===== src/rtl/adc_interface_if.sv =====
// ---------------------------------------------------------------------------
// adc_interface_if
// Groups the serial ADC pins and the parallel result bus of adc_interface.
//
// Members:
//   miso     serial data from the ADC (driven by the ADC / bench)
//   cs_n     ADC chip select, active-low
//   data_o   last completed conversion word, DATA_W bits
//   valid_o  one-cycle strobe marking an update of data_o / error_o
//   error_o  null bit of the last completed frame was 1
//
// Modports:
//   master   the read master (adc_interface): samples miso, drives the rest
//   slave    the ADC side / consumer: drives miso, observes the rest
// ---------------------------------------------------------------------------
interface adc_interface_if #(
  parameter int DATA_W = 12
);
  logic              miso;
  logic              cs_n;
  logic [DATA_W-1:0] data_o;
  logic              valid_o;
  logic              error_o;

  modport master (
    input  miso,
    output cs_n,
    output data_o,
    output valid_o,
    output error_o
  );

  modport slave (
    output miso,
    input  cs_n,
    input  data_o,
    input  valid_o,
    input  error_o
  );
endinterface


===== src/rtl/adc_interface.sv =====
// ---------------------------------------------------------------------------
// adc_interface
// Free-running SPI-style read master for a serial ADC. Runs on the serial
// clock sck itself: every rising edge is one bit time. A frame is
// CS_HIGH_CYCLES edges with cs_n high, one leading null bit, then DATA_W data
// bits MSB first. The finished word is published on data_o together with a
// one-cycle valid_o strobe; error_o reports a null bit that read back as 1.
//
// Ports:
//   sck   input   serial clock, also the system clock (rising edge)
//   rst   input   synchronous active-high reset
//   bus   adc_interface_if.master  (miso in; cs_n, data_o, valid_o, error_o out)
//
// Parameters:
//   DATA_W          data bits per frame (>= 3)
//   CS_HIGH_CYCLES  sck cycles cs_n stays high between frames (>= 1)
//
// Build option:
//   ADC_ERROR_STICKY_EN  when defined, error_o is sticky: once a frame with a
//                        bad null bit is seen it stays 1 until rst. When not
//                        defined, error_o follows the most recent frame.
//
// miso is sampled directly without a synchroniser; the ADC launches it on the
// falling edge of the shared sck, so it is stable at our rising edge.
// ---------------------------------------------------------------------------
module adc_interface #(
  parameter int DATA_W         = 12,
  parameter int CS_HIGH_CYCLES = 2
) (
  input  logic            sck,
  input  logic            rst,
  adc_interface_if.master bus
);

  // Idle counter only needs to reach CS_HIGH_CYCLES-1.
  localparam int IDLE_CNT_W = (CS_HIGH_CYCLES > 1) ? $clog2(CS_HIGH_CYCLES) : 1;
  localparam int BIT_CNT_W  = $clog2(DATA_W);

  typedef enum logic [1:0] {
    ST_IDLE  = 2'd0,
    ST_LEAD  = 2'd1,
    ST_SHIFT = 2'd2
  } state_t;

  state_t                state_r;
  logic [IDLE_CNT_W-1:0] idle_cnt_r;
  logic [BIT_CNT_W-1:0]  bit_cnt_r;
  // The last data bit is taken straight from miso, so only DATA_W-1 bits
  // need to be held here.
  logic [DATA_W-2:0]     shift_r;
  logic                  null_r;
  logic                  cs_n_r;
  logic [DATA_W-1:0]     data_r;
  logic                  valid_r;
  logic                  error_r;

  // Frame sequencer: chip select, bit sampling and result publication.
  always_ff @(posedge sck) begin
    if (rst) begin
      state_r    <= ST_IDLE;
      idle_cnt_r <= IDLE_CNT_W'(0);
      bit_cnt_r  <= BIT_CNT_W'(0);
      shift_r    <= (DATA_W-1)'(0);
      null_r     <= 1'b0;
      cs_n_r     <= 1'b1;
      data_r     <= DATA_W'(0);
      valid_r    <= 1'b0;
      error_r    <= 1'b0;
    end else begin
      // Strobe defaults low; only the final-bit edge raises it.
      valid_r <= 1'b0;
      case (state_r)
        ST_IDLE: begin
          if (idle_cnt_r == IDLE_CNT_W'(CS_HIGH_CYCLES - 1)) begin
            cs_n_r     <= 1'b0;
            idle_cnt_r <= IDLE_CNT_W'(0);
            state_r    <= ST_LEAD;
          end else begin
            cs_n_r     <= 1'b1;
            idle_cnt_r <= idle_cnt_r + IDLE_CNT_W'(1);
          end
        end

        ST_LEAD: begin
          // First edge with cs_n low carries the null bit.
          null_r    <= bus.miso;
          bit_cnt_r <= BIT_CNT_W'(DATA_W - 1);
          state_r   <= ST_SHIFT;
        end

        ST_SHIFT: begin
          shift_r <= {shift_r[DATA_W-3:0], bus.miso};
          if (bit_cnt_r == BIT_CNT_W'(0)) begin
            // Bit 0 goes straight into the result on the same edge.
            data_r     <= {shift_r, bus.miso};
`ifdef ADC_ERROR_STICKY_EN
            error_r    <= error_r | null_r;
`else
            error_r    <= null_r;
`endif
            valid_r    <= 1'b1;
            cs_n_r     <= 1'b1;
            idle_cnt_r <= IDLE_CNT_W'(0);
            state_r    <= ST_IDLE;
          end else begin
            bit_cnt_r  <= bit_cnt_r - BIT_CNT_W'(1);
          end
        end

        default: begin
          // Unreachable encoding: fall back to a clean idle.
          cs_n_r     <= 1'b1;
          idle_cnt_r <= IDLE_CNT_W'(0);
          state_r    <= ST_IDLE;
        end
      endcase
    end
  end

  assign bus.cs_n    = cs_n_r;
  assign bus.data_o  = data_r;
  assign bus.valid_o = valid_r;
  assign bus.error_o = error_r;

endmodule


===== src/flat_wrapper.sv =====
// flat-port wrapper written by rule: the top's interface ports become plain ports
module adc_interface_flat 
#(
  parameter int DATA_W         = 12,
  parameter int CS_HIGH_CYCLES = 2
)
  (sck, rst, bus_miso, bus_cs_n, bus_data_o, bus_valid_o, bus_error_o);
  adc_interface_if #(.DATA_W(DATA_W)) bus_i ();
  input  logic sck;
  input  logic rst;
  input wire logic [$bits(bus_i.miso)-1:0] bus_miso;
  output wire logic [$bits(bus_i.cs_n)-1:0] bus_cs_n;
  output wire logic [$bits(bus_i.data_o)-1:0] bus_data_o;
  output wire logic [$bits(bus_i.valid_o)-1:0] bus_valid_o;
  output wire logic [$bits(bus_i.error_o)-1:0] bus_error_o;
  assign bus_i.miso = bus_miso;
  assign bus_cs_n = bus_i.cs_n;
  assign bus_data_o = bus_i.data_o;
  assign bus_valid_o = bus_i.valid_o;
  assign bus_error_o = bus_i.error_o;
  adc_interface #(.DATA_W(DATA_W), .CS_HIGH_CYCLES(CS_HIGH_CYCLES)) u_core (.sck(sck), .rst(rst), .bus(bus_i));
endmodule

===== config.mk =====
export PLATFORM = sky130hd
export DESIGN_NAME = adc_interface_flat
export DESIGN_NICKNAME = d
export VERILOG_FILES = /design/src/rtl/adc_interface_if.sv /design/src/rtl/adc_interface.sv /design/src/flat_wrapper.sv
export SDC_FILE = /design/constraint.sdc
export NUM_CORES = 1
export LEC_CHECK = 0
export BUFFER_PORTS_ARGS = -buffer_cell sky130_fd_sc_hd__buf_2
export CAP_MARGIN = 20
export CORE_ASPECT_RATIO = 1.5
export CORE_MARGIN = 2
export CORE_UTILIZATION = 50
export CTS_CLUSTER_DIAMETER = 200
export DETAILED_ROUTE_END_ITERATION = 6
export GPL_TIMING_DRIVEN = 0
export PLACE_DENSITY = 0.82
export SETUP_SLACK_MARGIN = 0.4
export SYNTH_ARGS = -nofsm -noshare
export SYNTH_HDL_FRONTEND = slang
export SYNTH_SLANG_ARGS = --single-unit
export TNS_END_PERCENT = 30

===== constraint.sdc =====
create_clock -name sck -period 1.26 [get_ports sck]
set_input_delay 0 -clock sck [delete_from_list [all_inputs] [get_ports sck]]
set_output_delay 0 -clock sck [all_outputs]
set_load 0.05 [all_outputs]

---- Word level (Yosys, flattened, before mapping) ----
Cells that the tools add are included.
word-level totals
  register bits ........................... 34
  bits of input ports ..................... 3
  output and inout bits ................... 15
  logic and storage cells ................. 38
operators by class
  add/sub/neg operators ................... 2
  equality and inequality tests ........... 5
  mux-type cells .......................... 12
  bitwise logic cells ..................... 2
  reductions and logical operators ........ 8
operators with widths
  cell                 count
  $pmux 4 s2           1
  $reduce_and 2->1     4
  $pmux 1 s3           2
  $pmux 2 s3           1
  $mux 1               5
  $logic_not 4->1      1
  $mux 2               2
  $mux 4               1
  $ne 2x1->1 const B   2
  $sub 4x1->4 const B  1
  $eq 2x1->1 const B   1
  $eq 2x2->1 const B   1
  $logic_not 2->1      1
  $ne 2x2->1 const B   1
  $not 1->1            2
  $reduce_bool 2->1    1
  $reduce_or 2->1      1
  $add 1x1->1 const B  1

---- Longest topological paths before layout ----
  depth after elaboration ................. 3
  mapped depth ............................ 6
  mapped depth without buffers ............ 5

---- Worst setup path before layout ----
Ideal clock, no wire load.
  path type ............................... register -> register
  from .................................... reg u_core.bit_cnt_r[0]
  to ...................................... reg u_core.state_r[0]
  setup time .............................. 0.072 ns
  data arrival time ....................... 1.330 ns
  data required time ...................... 1.188 ns
  path slack .............................. -0.142 ns
  cell stages (with the launch flop) ...... 6
  path buffers ............................ 0
  clock period less this slack ............ 1.402 ns
  cells stage by stage .................... dfxtp_1 > inv_1 > ha_1 > or3b_4 > a21oi_2 > mux2i_1
between the ends
  longest elaborated chain between the ends .. 3
RTL lines
  item                               line                  source
  start: declaration                 adc_interface.sv:47   logic [BIT_CNT_W-1:0] bit_cnt_r;
  start signal: assignment           adc_interface.sv:87   bit_cnt_r <= BIT_CNT_W'(DATA_W - 1);
  start signal: assignment           adc_interface.sv:106  bit_cnt_r <= bit_cnt_r - BIT_CNT_W'(1);
  $logic_not 4->1                    adc_interface.sv:93   if (bit_cnt_r == BIT_CNT_W'(0)) begin
  $ne 2x1->1 (no source line)        n/a
  $reduce_and 2->1 (no source line)  n/a
  end signal: assignment             adc_interface.sv:88   state_r <= ST_SHIFT;
  end signal: assignment             adc_interface.sv:104  state_r <= ST_IDLE;
  end signal: assignment             adc_interface.sv:114  state_r <= ST_IDLE;
  end: declaration                   adc_interface.sv:45   state_t state_r;
Every way passes these cells.
A chain may end at the register's enable or synchronous reset.

---- Final worst setup path ----
  from .................................... reg u_core.bit_cnt_r[0]
  to ...................................... reg u_core.state_r[1]
The elaborated chain is that of the path after synthesis.

==> flow_metrics.py <==
metrics = {
    "run_status": {
        "violations": "setup timing",
        "status": "finished with violations",
    },
    "placed_design": {
        "place_inst": 208,
        "place.gp.congestion": 0.756,
        "dp_hpwl_um": 2120,
        "dpl_cell_area_sq_mm": 0.00161,
        "portBuffers": 17,
    },
    "final_layout": {
        "syn2layout_area_growth_pct": 40.3,
        "stdcell_area_sq_mm": 0.00198,
        "layout-drive-gt1-share": 0.346,
        "diodes": 0,
        "mostFrequentLayoutCells": "nand2_1 (31), dfxtp_1 (30), buf_4 (19)",
        "fin_nets": 199,
        "fillers": 201,
        "multi_input_area_sq_um": 764,
        "final_core_util": 0.739,
        "layout_commonest_cell": "nand2_1",
        "final_cells": 228,
        "seq_area_sq_um": 686,
    },
    "sta": {
        "rsz0062_at_grt": "true",
        "slew_headroom": 0.653,
        "hold_viol_final": 0,
        "worst_hold_slack_ps": 65.7,
        "finalCritPeriodShare": 1.12,
        "tightest_slew_ps": 521,
        "fmax_mhz": 710,
        "worst_slack_ps": -148,
        "slew_violations": 0,
        "setup_viol": 22,
        "skew_ps": 6.48,
        "finalCriticalPeriod_ps": 1410,
    },
    "floorplanning": {
        "row_count": 23,
        "die_h_um": 69.0,
        "core_sq_mm": 0.00268,
        "dieWidth_um": 47.4,
        "pin_count": 18,
        "initial_core_util": 0.527,
        "die-area_sq_mm": 0.00327,
    },
    "route": {
        "wl_per_cell_um": 14.3,
        "via_per_inst": 5.25,
        "vias": 1196,
        "wl_um": 3270,
        "drt_pre_antenna_iters": 4,
        "drc": 0,
        "drt_iter0_markers": 32,
        "antenna_left": 0,
    },
    "synth": {
        "synth_cell_types": 28,
        "avgSynthCellArea_sq_um": 9.16,
        "seq_area_frac_synth": 0.483,
        "syn_area_sq_mm": 0.00141,
        "synth_fp_nets": 163,
        "ys_ff_latch": 34,
        "yosysWarnings": 0,
        "postSynthCellCount": 154,
    },
    "worst_setup_path": {
        "endpoint_kind": "register",
        "critical_path.endpoint": "u_core.state_r[1]$_SDFFE_PP0P_",
        "rr_startpoint": "u_core.bit_cnt_r[0]$_SDFFE_PP0P_",
        "r2r_cells": 5,
        "required_ps": 1460,
        "rr_endpoint": "u_core.state_r[1]$_SDFFE_PP0P_",
        "cp-startpoint": "u_core.bit_cnt_r[0]$_SDFFE_PP0P_",
        "cp_max_fo": 3,
        "rrSetupSlack_ps": -150,
        "arrival_ps": 1610,
        "critPathKind": "reg -> reg",
        "cp-start-kind": "register",
    },
    "clocking": {
        "ctsLongestPathBuffers": 2,
        "cts_buffers": 5,
        "clk_pin_slew_ps": 70,
        "clockRootBuffer": "clkbuf_8",
        "insertion_delay_ps": 280,
        "cts_sinks": 34,
        "tritoncts": "built",
        "htree_levels": 2,
    },
    "global_routing": {
        "grt_start_max_net_pins": 11,
        "grt_pass1_wl_um": 5240,
        "grt_pass1_vias": 1179,
        "antenna_found_initial": 0,
        "grt-ovfl-total": 0,
        "grt_usage": 0.223,
    },
    "power": {
        "power_leakage_nw": 0.752,
        "worst_ir_drop_vdd_v": 0.00151,
        "power_density_mw_per_mm2": 2010,
    },
    "worst_hold_path": {
        "min_path_type": "in -> reg",
    },
    "flow_run": {
        "max_cap_viol_count": 0,
    },
}
[routing by layer]
layer / global-route usage / vias to the layer above / wire length (um)
li1: - / 592 / -
met4: 0.105 / 0 / 44
met1: 0.240 / 574 / 1240
met2: 0.371 / 25 / 1860
met5: 0 / - / 0
met3: 0.0707 / 5 / 113
[state kept, by name, summed over array words and instances (netlist names)]
name	cells
u_core.bit_cnt_r	4
u_core.bus.valid_o	1
u_core.bus.cs_n	1
u_core.bus.data_o	12
u_core.state_r	2
u_core.null_r	1
u_core.shift_r	11
u_core.bus.error_o	1
u_core.idle_cnt_r	1
[worst min-delay path by stage]
stage,slack (ps),cells after the start,startpoint,endpoint
2_1_floorplan,140,2,bus_miso,u_core.bus.data_o[0]$_SDFFE_PP0P_
3_3_place_gp,270,3,bus_miso,u_core.bus.data_o[0]$_SDFFE_PP0P_
3_5_place_dp,280,3,bus_miso,u_core.shift_r[0]$_SDFFE_PP0N_
4_1_cts,60,3,rst,u_core.bit_cnt_r[0]$_SDFFE_PP0P_
5_1_grt,60,3,rst,u_core.bit_cnt_r[1]$_SDFFE_PP0P_
6_report,70,3,rst,u_core.bit_cnt_r[1]$_SDFFE_PP0P_
[synth_stat cells]
cell type	count	area (sq um)
dfxtp_1	34	681
nand2_1	31	116
nor2_1	17	63.8
a21oi_1	16	80.1
mux2i_1	15	150
ha_1	6	75.1
inv_1	6	22.5
buf_2	3	15.0
buf_4	3	22.5
a311o_1	2	20.0
a31oi_1	2	12.5
nor2b_1	2	12.5
nor4b_1	2	17.5
a211oi_1	1	7.51
a21oi_2	1	8.76
a31o_1	1	8.76
a41oi_1	1	8.76
and2b_1	1	7.51
and4bb_2	1	12.5
buf_6	1	11.3
clkbuf_1	1	3.75
nand4_1	1	6.26
nand4bb_1	1	11.3
nor3_1	1	5.00
nor3b_1	1	7.51
nor4_1	1	6.26
o21ai_0	1	5.00
or3b_4	1	11.3
[critical path, cell delays in order, from the launching register on]
cell	delay, ps
dfxtp_2	330
inv_2	80
ha_4	140
or3b_4	400
a21oi_4	170
mux2i_1	210
[layout make-up]
type                       count  share of cell area
tap                           37              0.0234
sequential                    34               0.347
timing repair buffer          29               0.135
multi-input combinational    106               0.386
buffer                         8              0.0417
clock inverter                 1              0.0152
inverter                       6              0.0127
clock buffer                   7              0.0386
[report_power, final]
group / switching (mW) / internal, mW
sequential: 0.0897 / 1.20
clock: 0.364 / 0.591
combinational: 0.833 / 0.899
total: 1.29 / 2.69
[through the flow]
stage	setup WS [ps]	TNS (ps)	total power [mW]
2_1_floorplan	-38.7	-313	2.33
3_3_place_gp	-197	-2830	2.49
3_5_place_dp	-257	-4460	2.58
4_1_cts	-175	-1860	3.86
5_1_grt	-199	-3610	4.17
6_report	-148	-1960	3.97
[cells by family after synthesis]
group	count (synthesis)	share of synthesized area
and+or+nand+nor	60	0.197
DFF	34	0.483
AOI/OAI and AO/OA	25	0.107
muxes	15	0.106
buffers and inverters	14	0.0532
adders and majority gates	6	0.0532
[repair_timing]
action,CTS,global route
hold buffers,1,0
setup endpoints to repair,48,37
pin swaps,5,2
gates cloned,2,0
setup buffers,8,1
resized for setup,26,12
endpoints found under the hold margin,3,0
No activity file was read; power rests on OpenSTA's default activity.
